## config.mk

```make
export PLATFORM = sky130hd
export DESIGN_NAME = fetch_queue
export DESIGN_NICKNAME = d
export VERILOG_FILES = /design/src/rtl/cpu_pkg.sv /design/src/rtl/fetch_queue_mem.sv /design/src/rtl/fetch_queue.sv
export SDC_FILE = /design/constraint.sdc
export NUM_CORES = 1
export LEC_CHECK = 0
export BUFFER_PORTS_ARGS = -buffer_cell sky130_fd_sc_hd__buf_4
export CAP_MARGIN = 40
export CORE_MARGIN = 5
export CORE_UTILIZATION = 41
export CTS_CLUSTER_DIAMETER = 40
export DETAILED_ROUTE_END_ITERATION = 8
export PLACE_DENSITY = 0.62
export SYNTH_ARGS = -nofsm -noshare
export SYNTH_HDL_FRONTEND = slang
export SYNTH_SLANG_ARGS = --single-unit
```

## constraint.sdc

```tcl
create_clock -name clk -period 4.75 [get_ports clk]
set_input_delay 0 -clock clk [delete_from_list [all_inputs] [get_ports clk]]
set_output_delay 0 -clock clk [all_outputs]
set_load 0.03 [all_outputs]
```

## src/rtl/cpu_pkg.sv

```systemverilog
// Shared CPU constants and types used by fetch, the fetch queue and decode.
//   NOP_INSTR  : instruction decode sees when nothing valid is presented
//   IMEM_BASE  : reset PC / base of instruction memory
//   fq_entry_t : one queued instruction/PC pair
package cpu_pkg;

  localparam logic [31:0] NOP_INSTR = 32'h7800_0000;
  localparam logic [31:0] IMEM_BASE = 32'h0600_2000;

  typedef struct packed {
    logic [31:0] instr;
    logic [31:0] pc;
  } fq_entry_t;

endpackage

```

## src/rtl/fetch_queue_mem.sv

```systemverilog
// Register array backing the fetch queue.
// Ports:
//   clk      : system clock
//   wr_en    : write wr_data into entry wr_addr on the rising edge
//   wr_addr  : write index
//   wr_data  : entry to store
//   rd_addr  : read index
//   rd_data  : entry at rd_addr (combinational read)
// The array is intentionally not reset; validity is tracked by the queue.
module fetch_queue_mem
  import cpu_pkg::*;
#(
  parameter int DEPTH = 4,
  parameter int PTR_W = $clog2(DEPTH)
) (
  input  logic             clk,
  input  logic             wr_en,
  input  logic [PTR_W-1:0] wr_addr,
  input  fq_entry_t        wr_data,
  input  logic [PTR_W-1:0] rd_addr,
  output fq_entry_t        rd_data
);

  fq_entry_t mem [DEPTH];

  always_ff @(posedge clk) begin
    if (wr_en) begin
      mem[wr_addr] <= wr_data;
    end
  end

  assign rd_data = mem[rd_addr];

endmodule

```

## src/rtl/fetch_queue.sv

```systemverilog
// Instruction queue between fetch and decode.
// Ports:
//   clk, rst   : clock, asynchronous active-high reset
//   in_instr   : instruction from fetch
//   in_pc      : PC of in_instr
//   in_valid   : fetch Done; pair is valid this cycle
//   stall      : decode cannot accept an entry this cycle
//   flush      : branch taken; discard queued and incoming entries
//   out_instr  : head instruction, NOP_INSTR when out_valid=0
//   out_pc     : head PC, 0 when out_valid=0
//   out_valid  : a queued entry is presented
//   full       : count == DEPTH; fetch must hold its PC
//   count      : occupied entries
module fetch_queue
  import cpu_pkg::*;
#(
  parameter int DEPTH = 4,
  parameter int PTR_W = $clog2(DEPTH)
) (
  input  logic             clk,
  input  logic             rst,
  input  logic [31:0]      in_instr,
  input  logic [31:0]      in_pc,
  input  logic             in_valid,
  input  logic             stall,
  input  logic             flush,
  output logic [31:0]      out_instr,
  output logic [31:0]      out_pc,
  output logic             out_valid,
  output logic             full,
  output logic [PTR_W:0]   count
);

  localparam logic [PTR_W:0] DEPTH_C = (PTR_W + 1)'(DEPTH);

  logic [PTR_W-1:0] wr_ptr;
  logic [PTR_W-1:0] rd_ptr;
  logic             push;
  logic             pop;
  fq_entry_t        wr_data;
  fq_entry_t        head;

  assign out_valid = (count != '0);
  assign full      = (count == DEPTH_C);

  // full comes only from registered count, so a push is refused when full
  // even if the head is popped in the same cycle.
  assign push = in_valid && !full && !flush;
  assign pop  = out_valid && !stall && !flush;

  assign wr_data = '{instr: in_instr, pc: in_pc};

  fetch_queue_mem #(
    .DEPTH (DEPTH),
    .PTR_W (PTR_W)
  ) u_mem (
    .clk     (clk),
    .wr_en   (push),
    .wr_addr (wr_ptr),
    .wr_data (wr_data),
    .rd_addr (rd_ptr),
    .rd_data (head)
  );

  always_ff @(posedge clk or posedge rst) begin
    if (rst) begin
      wr_ptr <= '0;
      rd_ptr <= '0;
      count  <= '0;
    end else if (flush) begin
      wr_ptr <= '0;
      rd_ptr <= '0;
      count  <= '0;
    end else begin
      if (push) begin
        wr_ptr <= wr_ptr + 1'b1;
      end
      if (pop) begin
        rd_ptr <= rd_ptr + 1'b1;
      end
      case ({push, pop})
        2'b10:   count <= count + 1'b1;
        2'b01:   count <= count - 1'b1;
        default: count <= count;
      endcase
    end
  end

  always_comb begin
    out_instr = NOP_INSTR;
    out_pc    = '0;
    if (out_valid) begin
      out_instr = head.instr;
      out_pc    = head.pc;
    end
  end

endmodule

```

**After elaboration in Yosys (flattened, before gate mapping)**

Memories as Yosys holds them, arrays and structs flattened.
Cells that the tools add are included.

- Output and inout bits: 69
- Flip-flop bits (word level): 7
- Input port bits: 69
- RAM bits: 256
- Word-level logic and storage cells: 32
- Memories: 1

Memory list:

| memory | words | bits a word | rd ports | clocked after memory_dff | wr ports | line | source |
|---|---|---|---|---|---|---|---|
| u_mem.mem | 4 | 64 | 1 | 0 | 1 | fetch_queue_mem.sv:24 | `fq_entry_t mem [DEPTH];` |

- $add $sub $neg: 4
- Muxes and demuxes: 10
- Equality and inequality tests: 3
- Reductions and logical operators: 11

Operator list:

| operator | number |
|---|---|
| 2-to-1 mux 32 bit | 2 |
| 2-to-1 mux 2 bit | 4 |
| one-hot mux 3 bit (2 select lines) | 1 |
| nonzero test 3 bit | 2 |
| adder 2 x 1 -> 2 bit, second input constant | 2 |
| logical AND 1 bit | 4 |
| nonzero test 2 bit | 2 |
| adder 3 x 1 -> 3 bit, second input constant | 1 |
| == test 3 bit, second input constant | 1 |
| logical NOT 1 bit | 3 |
| 2-to-1 mux 3 bit | 1 |
| subtractor 3 x 1 -> 3 bit, second input constant | 1 |
| == test 2 x 1 -> 1 bit, second input constant | 1 |
| == test 2 bit, second input constant | 1 |
| 2-to-1 mux 1 bit | 2 |

**Logic depth before layout (Yosys ltp)**

- Depth after elaboration: 7
- Gate-level depth with buffers: 8
- Mapped depth without buffers: 8

**By module**

Synthesis repeated with hierarchy kept, for this count alone.

- Cells, all modules: 468
- Area, all modules: 10257.3 um2

By module, submodules not included:

| module | cells each | times used | area an instance (um2) | seq. area each (um2) |
|---|---|---|---|---|
| fetch_queue_mem | 338 | 1 | 9341.5 | 7687.4 |
| fetch_queue | 130 | 1 | 915.9 | 175.2 |

**Worst setup path after synthesis**

Ideal clock, no wire load.

- Path kind: flip-flop to flip-flop
- Start: register count[1]
- End: memory u_mem.mem[0][0] in the netlist's numbering (enable)
- Cell stages (with the launch flop): 5
- Arrival time: 2655 ps
- Library setup time: 429 ps
- Path buffers: 0
- Data required time: 4321 ps
- Clock period less this slack: 3084 ps
- Slack: 1666 ps
- Cell sequence: dfrtp_1 or3b_1 nand2_1 nor2_1 and2_1

- Cells in the longest elaborated chain, start to end: 6

Ends and longest elaborated chain:

| item | line | source |
|---|---|---|
| start, declared | fetch_queue.sv:31 | `output logic [PTR_W:0] count` |
| start signal, assigned | fetch_queue.sv:82 | `2'b10: count <= count + 1'b1;` |
| start signal, assigned | fetch_queue.sv:83 | `2'b01: count <= count - 1'b1;` |
| start signal, assigned | fetch_queue.sv:84 | `default: count <= count;` |
| == test 3 bit | fetch_queue.sv:44 | `assign full = (count == DEPTH_C);` |
| logical NOT 1 bit | fetch_queue.sv:48 | `assign push = in_valid && !full && !flush;` |
| logical AND 1 bit (2 in a row) | fetch_queue.sv:48 |  |
| 2-to-1 mux 1 bit | fetch_queue_mem.sv:27 | `if (wr_en) begin` |
| 2-to-1 mux 1 bit (not written as such) | fetch_queue_mem.sv:28 | `mem[wr_addr] <= wr_data;` |
| end, declared | fetch_queue_mem.sv:24 |  |

Every way passes these cells.

**Worst setup path in the final report**

- Start: register rd_ptr[0]
- End: output out_instr[30]

- Cells in the longest elaborated chain, start to end: 2

Ends and longest elaborated chain:

| item | line | source |
|---|---|---|
| start, declared | fetch_queue.sv:37 | `logic [PTR_W-1:0] rd_ptr;` |
| start signal, assigned | fetch_queue.sv:79 | `rd_ptr <= rd_ptr + 1'b1;` |
| memory (4 x 64 bit) | -- |  |
| 2-to-1 mux 32 bit | fetch_queue.sv:92 | `if (out_valid) begin` |
| end, declared | fetch_queue.sv:27 | `output logic [31:0] out_instr,` |

Every way passes these cells.

==> summary.md <==
| Metric | Value |
|---|---|
| RSZ-0062 raised after global routing | `no` |
| Largest net degree at the start of global routing | `45` |
| Top-Level Pins | `138` |
| Final hold slack | `26.4 ps` |
| Placer congestion estimate | `0.693` |
| F_max | `363 MHz` |
| CP peak stage delay | `560 ps` |
| Root Driver | `clkbuf_16` |
| Chip Width | `168 µm` |
| Layout cells sized above 1 | `0.366` |
| Largest family of logic cells by synthesized area | `multiplexers` |
| First-pass GRT wire length | `32400 µm` |
| Reg clk slew, reported paths | `50 ps` |
| Design Power | `6.23 mW` |
| Setup TNS | `0 ps` |
| DRC errors left | `0` |
| Crit path time final | `2750 ps` |
| Netlist Area Pre-Place | `10200 µm²` |
| # resized after CTS | `0` |
| Post-Synth XOR/XNOR Area | `0.00171` |
| Clk buf depth | `3` |
| Initial Util | `0.419` |
| GRT Overall Usage | `0.146` |
| Total gr overflow | `0` |
| Post-synthesis cell type count | `33` |
| Yosys reg bits | `263` |
| Final cycle utilization of the critical path | `0.579` |
| Simple-Gate Fraction of Synth Area | `0.0540` |
| PnR worst setup slack | `2000 ps` |
| H-tree depth | `2` |
| Startpoint types | `flop` |
| Mean Syn Cell Area | `21.7 µm²` |
| Crit-path max FO | `39` |
| Critical-path top delay cell | `mux4_2` |
| DP Cell Count | `918` |
| Fin nets | `774` |
| Yosys Warn Count | `0` |
| Clock Skew | `8.82 ps` |
| EDFF count, synth | `256` |
| Antenna Nets Post-Route | `0` |
| DP HPWL | `11700 µm` |
| Crit path required time | `4750 ps` |
| Number of detailed-route iterations in the first pass | `4` |
| Register area share after synthesis | `0.767` |
| Die ar. | `28300 µm²` |
| Vias in the first global route | `5904` |
| Final Hold Fails | `0` |
| CTS tree | `yes` |
| Worst endpoint data arrival time | `2750 ps` |
| Antenna violations before repair | `0` |
| Leak | `4.67 nW` |
| Post-Route WL | `20400 µm` |
| Placement Setup Slack | `2190 ps` |
| Via count | `5174` |
| Max-slew violations | `0` |
| PwrDens | `462 nW/µm²` |
| Critical path class | `flop to output pin` |
| Multiplexer share of the synthesized area | `0.141` |
| Rel. slew slack | `0.525` |
| Area growth syn-to-layout | `31.6%` |
| Clock Sinks | `263` |
| Top_reg_cell synth | `edfxtp_1` |
| Cell Area, Placed | `11700 µm²` |
| Avg WL per Cell | `19.5 µm` |
| Non-filler cells, final | `1049` |
| Core Rows | `57` |
| Ant. Diodes | `0` |
| Synth Net Count | `547` |
| Num CTS Buffers | `35` |
| Worst skew pair latency | `490 ps` |
| Design area | `13500 µm²` |
| Die height | `168 µm` |
| Asr flop ratio synth | `0.0266` |
| Max_cap viols | `0` |
| Post-layout util | `0.551` |
| CP Cell Sequence | `buf_16 -> buf_4 -> mux4_2 -> or2_1 -> buf_4` |
| 1st-iter DRT viols | `295` |
| Core region area | `24500 µm²` |
| Adder-cell share of the synthesized area | `0.00684` |
| Worst Max-Slew Pin Slew | `694 ps` |
| Post-Syn Instances | `473` |
| Final setup viols | `0` |
| PortBufs | `137` |
| Vias per cell | `4.93` |
| Most used cell, CP | `buf_4` |
| Post-synthesis compound-gate area fraction | `0.00952` |
| Outcome | `completed` |
| CP Capture Type | `output pin` |
| Max VDD drop | `347 µV` |
| Worst hold path class | `primary input to asynchronous set/reset pin` |
power by group:
part / internal [mW] / total, mW / switching [mW] / leakage, nW
clock: 1.54 / 2.46 / 0.920 / 0.540
sequential: 2.64 / 2.68 / 0.0336 / 2.41
combinational: 0.474 / 1.09 / 0.617 / 1.71
sequential cells by signal, indices dropped and copies added, names as in the netlist:
signal	flops
wr_ptr	2
u_mem.mem	256
rd_ptr	2
count	3
critical path: cells and delay by family (launching register included):
family	cells	cell delay (ps)
flops	1	440
buf+inv	3	1000
mux	1	560
simple gates	1	230
area by class of cell:
class	instances	area, µm²
Fill cell	1893	11000
Clock buffer	44	952
Multi-Input combinational cell	179	2190
Clock inverter	18	163
Tap cell	324	405
Sequential cell	263	7870
Timing Repair Buffer	214	1880
Inverter	7	26.3
final timing paths:
path | end | startpoint | slack [ps] | cells past startpoint
max in group asynchronous | rd_ptr[0]$_DFFE_PP0P_ | rst | 4460 | 3
min in group clk | u_mem.mem[1][45]$_DFFE_PP_ | in_instr[13] | 260 | 2
min reg2reg | wr_ptr[1]$_DFFE_PP0P_ | wr_ptr[1]$_DFFE_PP0P_ | 580 | 2
max reg2reg | count[1]$_DFFE_PP0P_ | count[1]$_DFFE_PP0P_ | 2080 | 8
min | wr_ptr[0]$_DFFE_PP0P_ | rst | 30 | 3
max | out_instr[30] | rd_ptr[0]$_DFFE_PP0P_ | 2000 | 5
cells in the final DEF (no fill, tap or decap), types with 3 or more instances in the layout:
master         count
a21oi_1            6
a31oi_1            3
and2_1            61
and2_4             4
buf_12             5
buf_4            138
clkbuf_1           7
clkbuf_16         37
clkinv_1           7
dfrtp_1            5
dlygate4sd3_1     69
edfxtp_1         256
ha_1               4
inv_1              6
inv_6              4
mux4_2            64
nand2_1            5
nor2_1             7
o21ai_0            3
or2_1              4
layer usage:
metal  GRT usage  wire [µm]
met5           0          0
met4      0.0388        333
met3      0.0312       1160
met2       0.259      10600
met1       0.183       8270
timing repair:
item	in CTS	in global routing
hold buffers	69	0
setup buffers	0	0
hold endpoints to repair	270	0
cells in the mapped netlist (all sizes together) (2+ instances only):
master  number  area share
ha           4      0.0049
a31oi        3      0.0018
nor3         2      0.0015
inv          7      0.0026
a21oi        6      0.0029
nand2        5      0.0018
edfxtp     256        0.75
nand3b       2      0.0015
or2          4      0.0024
buf         14       0.014
clkbuf      10      0.0037
xnor2        2      0.0017
dfrtp        7       0.017
o21ai        3      0.0015
and2        65       0.040
nor2         7      0.0026
mux4        64        0.14
kinds of logic (layout without fill, tap and decap cells):
| kind of cell | Yosys count | after routing |
|---|---|---|
| xor+xnor | 2 | 2 |
| compound gates | 16 | 16 |
| buf+inv | 31 | 283 |
| fa+ha+maj | 5 | 5 |
| flops | 263 | 263 |
| simple gates | 92 | 92 |
| mux | 64 | 64 |
(Power assumes the default switching activity.)
